**src/rtl/bram_sdp_clr_pkg.sv**
```systemverilog
// Shared definitions for the clearable simple-dual-port RAM: FSM state encodings
// and the default geometry used by the CPU top level.
package bram_sdp_clr_pkg;

    localparam logic [0:0] BRAM_ST_CLEAR = 1'b0;
    localparam logic [0:0] BRAM_ST_RUN   = 1'b1;

    localparam int BRAM_DEF_WIDTH      = 16;
    localparam int BRAM_DEF_ADDR_WIDTH = 8;

endpackage

```
**src/rtl/bram_sdp_array.sv**
```systemverilog
// Bare simple-dual-port array: one synchronous write port and one registered,
// enabled read port. No reset, so yosys maps it onto SB_RAM40_4K.
module bram_sdp_array
    import bram_sdp_clr_pkg::*;
#(
    parameter int WIDTH      = BRAM_DEF_WIDTH,
    parameter int ADDR_WIDTH = BRAM_DEF_ADDR_WIDTH
) (
    input  logic                  clk,
    input  logic                  we,
    input  logic [ADDR_WIDTH-1:0] waddr,
    input  logic [WIDTH-1:0]      wdata,
    input  logic                  re,
    input  logic [ADDR_WIDTH-1:0] raddr,
    output logic [WIDTH-1:0]      rdata
);

    localparam int DEPTH = 1 << ADDR_WIDTH;

    logic [WIDTH-1:0] mem [DEPTH];

    // NOTE: the array and its read register carry no reset; a reset term would
    // stop the tools from mapping them onto block RAM. Contents are initialised
    // by the clear engine in the parent instead.
    always_ff @(posedge clk) begin
        if (we) begin
            mem[waddr] <= wdata;
        end
        // A same-address read in the write cycle sees the old word (read-first).
        if (re) begin
            rdata <= mem[raddr];
        end
    end

endmodule

```
**src/rtl/bram_sdp_clr.sv**
```systemverilog
// Simple-dual-port RAM with registered read, read-valid strobe and a clear engine
// that fills every word with INIT_VALUE. Define BRAM_WRITE_FORWARD_EN for write-first collisions.
module bram_sdp_clr
    import bram_sdp_clr_pkg::*;
#(
    parameter int                       WIDTH      = BRAM_DEF_WIDTH,
    parameter int                       ADDR_WIDTH = BRAM_DEF_ADDR_WIDTH,
    parameter logic [WIDTH-1:0]         INIT_VALUE = '0
) (
    input  logic                  clk,
    input  logic                  rst,
    input  logic                  clear_req,
    input  logic                  wr_en,
    input  logic [ADDR_WIDTH-1:0] wr_addr,
    input  logic [WIDTH-1:0]      wr_data,
    input  logic                  rd_en,
    input  logic [ADDR_WIDTH-1:0] rd_addr,
    output logic [WIDTH-1:0]      rd_data,
    output logic                  rd_valid,
    output logic                  ready
);

    localparam logic [ADDR_WIDTH-1:0] LAST_ADDR = '1;

    logic [0:0]            state;
    logic [ADDR_WIDTH-1:0] clr_addr;
    logic                  clearing;
    logic                  wr_acc;
    logic                  rd_acc;
    logic                  ram_we;
    logic [ADDR_WIDTH-1:0] ram_waddr;
    logic [WIDTH-1:0]      ram_wdata;
    logic [WIDTH-1:0]      ram_rdata;
    logic                  read_seen;

    assign clearing = (state == BRAM_ST_CLEAR);
    assign ready    = ~clearing;
    assign wr_acc   = ready & wr_en;
    assign rd_acc   = ready & rd_en;

    assign ram_we    = clearing | wr_acc;
    assign ram_waddr = clearing ? clr_addr   : wr_addr;
    assign ram_wdata = clearing ? INIT_VALUE : wr_data;

    // NOTE: sequential state uses non-blocking assignments so every register
    // samples pre-edge values regardless of statement order.
    always_ff @(posedge clk or posedge rst) begin
        if (rst) begin
            state    <= BRAM_ST_CLEAR;
            clr_addr <= '0;
        end else if (clearing) begin
            clr_addr <= clr_addr + 1'b1;
            if (clr_addr == LAST_ADDR) begin
                state <= BRAM_ST_RUN;
            end
        end else if (clear_req) begin
            state    <= BRAM_ST_CLEAR;
            clr_addr <= '0;
        end
    end

    // The array read register is not reset, so rd_data is forced to zero until
    // the first read after reset has completed.
    always_ff @(posedge clk or posedge rst) begin
        if (rst) begin
            rd_valid  <= 1'b0;
            read_seen <= 1'b0;
        end else begin
            rd_valid <= rd_acc;
            if (rd_acc) begin
                read_seen <= 1'b1;
            end
        end
    end

    bram_sdp_array #(
        .WIDTH      (WIDTH),
        .ADDR_WIDTH (ADDR_WIDTH)
    ) u_array (
        .clk   (clk),
        .we    (ram_we),
        .waddr (ram_waddr),
        .wdata (ram_wdata),
        .re    (rd_acc),
        .raddr (rd_addr),
        .rdata (ram_rdata)
    );

`ifdef BRAM_WRITE_FORWARD_EN
    logic             fwd_hit;
    logic [WIDTH-1:0] fwd_data;

    // Collision flag and data are updated only on reads so rd_data still holds.
    always_ff @(posedge clk or posedge rst) begin
        if (rst) begin
            fwd_hit  <= 1'b0;
            fwd_data <= '0;
        end else if (rd_acc) begin
            fwd_hit  <= wr_acc & (wr_addr == rd_addr);
            fwd_data <= wr_data;
        end
    end

    assign rd_data = !read_seen ? '0 : (fwd_hit ? fwd_data : ram_rdata);
`else
    assign rd_data = read_seen ? ram_rdata : '0;
`endif

endmodule

```
**config.mk**
```make
export PLATFORM = sky130hd
export DESIGN_NAME = bram_sdp_clr
export DESIGN_NICKNAME = d
export VERILOG_FILES = /design/src/rtl/bram_sdp_clr_pkg.sv /design/src/rtl/bram_sdp_array.sv /design/src/rtl/bram_sdp_clr.sv
export SDC_FILE = /design/constraint.sdc
export NUM_CORES = 2
export LEC_CHECK = 0
export ABC_AREA = 1
export CAP_MARGIN = 20
export CELL_PAD_IN_SITES_DETAIL_PLACEMENT = 1
export CELL_PAD_IN_SITES_GLOBAL_PLACEMENT = 2
export CORE_MARGIN = 2
export CORE_UTILIZATION = 40
export CTS_BUF_LIST = sky130_fd_sc_hd__clkbuf_16
export DETAILED_ROUTE_END_ITERATION = 8
export PLACE_DENSITY = 0.84
export SYNTH_ARGS = -nofsm -noshare
export SYNTH_HDL_FRONTEND = slang
export SYNTH_SLANG_ARGS = --single-unit
```
**constraint.sdc**
```tcl
create_clock -name clk -period 5.1 [get_ports clk]
set_clock_uncertainty 0.05 [all_clocks]
set_input_delay 1.02 -clock clk [delete_from_list [all_inputs] [get_ports clk]]
set_output_delay 1.02 -clock clk [all_outputs]
set_load 0.03 [all_outputs]
```
==> impl_metrics.toml <==
[route]
wl_per_cell_um = 27.5
drcViolationCount = 0
drtIter0Drc = 12900
vias = 114000
ant_nets = 0
via_per_inst = 5.76
routed_wl_mm = 544
dr.pass1.iters = 6

[power_and_ir_drop]
ir_drop_v = 0.000306
p_int_mw = 56.3
p_leak_nw = 67.7
p_clk_share_pct = 41.1
p_sw_share_pct = 24.4
power_density_nw_per_um2 = 394
switchingPower_mw = 18.2
comb_power_share_pct = 8.2
p_total_mw = 74.5
pwr-share-seq_pct = 50.6

[cells_and_area]
syn_to_final_growth_pct = 13.7
utilization_pct = 45.7
fin_nets = 14000
fillers = 42800
drive_above_1_share_pct = 9.30

[worst_hold_path]
timing.hold.worst.class = "input port to asynchronous set/reset pin"

[clocking]
clkLatencyLatePin_ns = 0.97
cts_buffers = 423
numClockSinks = 4123
clk_pin_slew_worst_paths_ns = 0.06
post_cts_buffers = 0
ctsResizeCount = 0
cts_buffer_depth = 4
hold_buffers = 0
cts_tree = "yes"
clockRootBuffer = "clkbuf_16"
ctsHtreeMaxLevel = 5

[logic_synthesis]
synthTopCellsByCount = "nand2_1, edfxtp_1, nand3_1"
synth.most_common_cell = "nand2_1"
synth_warnings = 0
synthSimpleGateAreaFrac_pct = 22.5
synth_fp_nets = 13800
synth_seq_cells = 4123
yosysTopAreaCell = "edfxtp_1"
synth_xor_area_share_pct = 0
synth-edff-count = 4112
synth_adder_area_share_pct = 0.00751
synthTopCellsByArea = "edfxtp_1, nand3_1, nand2_1"
synth_compound_area_share_pct = 0.0691
syn_area_um2 = 167000
async_reset_ff_share_pct = 0.267
yosysUniqueCellTypes = 30
ys.flop_type = "edfxtp_1"
synth_top_family_by_area = "simple AND/OR/NAND/NOR gates"
synth.mux.area_fraction_pct = 0.00676
yosysSeqAreaShare_pct = 74.3
syn_avg_cell_area_um2 = 12.1
synth_top_area_share_pct = 74.1
synthCells = 13800

[floorplanning]
num_rows = 236
die_h_um = 649
die-area_um2 = 422000
die_w_um = 649
initial_utilization_pct = 40.2
fp.coreArea_um2 = 414000
io_pins = 55

[placement]
gp_congestion = 0.853
dp_hpwl_mm = 320
io_buffers = 54
pre_cts_ws_ns = 0.457

[global_route]
grt_pass1_wl_mm = 792
grt_use_total_pct = 25.1
first_global_vias = 118000
antenna_found_initial = 22
grt-ovfl-total = 0
grt_start_max_net_pins = 122

[worst_setup_path]
required_ns = 5.69
cp.arrival_ns = 4.90
worst_setup_path_end_kind = "flip-flop"
criticalPathCategory = "flip-flop to flip-flop"
crit_slowest_cell = "dfrtp_1"
cp_max_fo = 22
crit_chain = "nor2_1, a21oi_1, inv_1, nor2_1, inv_1, nor2_1, nand2_2, buf_4, nor2_1, buf_4"
startpoint_type = "flip-flop"
crit_top_cell = "nor2_1"
slowest_delay_ns = 0.89

[timing]
hold_slack_ns = 0.327
min_period_ns = 4.32
fin_setup_tns_ns = 0
finalSetupViolCount = 0
worstMarginPinSlew_ns = 1.22
layout_worst_path_cycle_share_pct = 84.6
rsz0062_at_grt = "false"
max_slew_margin_pct = 18.9
setup_ws_ns = 0.785
slew_violations = 0
fmax_mhz = 232
hold_violations = 0

[status]
status = "finished clean"

[job]
maxCapViolCount = 0
[cell type report]
type	count	area (µm²)	area share, %
multi-input combinational	8611	37600	19.9
antenna	12	30.0	0.0159
sequential	4123	124000	65.3
clock buffer	432	10800	5.71
clock inverter	341	2770	1.46
timing repair buffer	701	7050	3.72
tap	5474	6850	3.62
inverter	91	518	0.274
[final timing paths]
check                                 start                   to  slack [ns]  cells past startpoint
worst max register to register        ready  u_array.mem[66][15]        0.78                     10
worst max-delay path                  ready  u_array.mem[66][15]        0.78                     10
worst min register to register  clr_addr[2]          clr_addr[2]        0.47                      1
worst min-delay path                    rst             rd_valid        0.33                      2
min in group clk                clr_addr[2]          clr_addr[2]        0.47                      1
max in group asynchronous               rst          clr_addr[0]        4.35                      2
[flip-flops by register name, summed over array words and instances, names as in the netlist]
register and flops:
u_array.mem 4096, u_array.rdata 16, clr_addr 8, rd_valid 1
read_seen 1, ready 1
[power by group through the flow]
stage,registers [mW],clock network (mW),logic [mW]
global route,37.8,32.2,6.46
detailed placement,38.4,0,6.04
CTS,37.7,31.0,6.08
global placement,38.4,0,5.92
floorplan,38.4,0,3.23
finish,37.7,30.7,6.15
[per-stage QoR]
| stage | cells | instance area [µm²] |
|---|---|---|
| detailed placement | 19000 | 176000 |
| global route | 19800 | 189000 |
| floorplan | 13800 | 167000 |
| global placement | 19000 | 176000 |
| finish | 19800 | 189000 |
| CTS | 19800 | 189000 |
[cell families after synthesis]
| family | after synthesis |
|---|---|
| DFF | 4123 |
| buffers and inverters | 1032 |
| and+or+nand+nor | 8592 |
| muxes | 1 |
| adders and majority gates | 1 |
| AOI/OAI and AO/OA | 17 |
[metal layers]
layer,track usage (%),wire length (µm),vias to the layer above
met5,0,23,-
met1,32.3,214000,59000
met3,3.52,38100,1001
li1,-,-,49400
met2,42.5,266000,4554
met4,10.8,25600,4
[worst max-delay path: cells and delay by family, from the launching register on]
| kind | cells | cell delay, ns |
|---|---|---|
| flops | 1 | 0.89 |
| compound gates | 1 | 0.62 |
| buf+inv | 4 | 1.08 |
| simple gates | 5 | 1.28 |
[cells in the final DEF, fill, tap and decap left out, types with 41 or more instances in the layout]
cell type and count:
edfxtp_1 4112, nand2_1 4229, clkinv_2 82, buf_4 519
nand3_1 4035, clkbuf_16 432, clkinv_1 102, clkdlybuf4s50_1 47
buf_12 128, inv_1 144, nor2_1 272, bufinv_16 41
(Power assumes the default switching activity.)
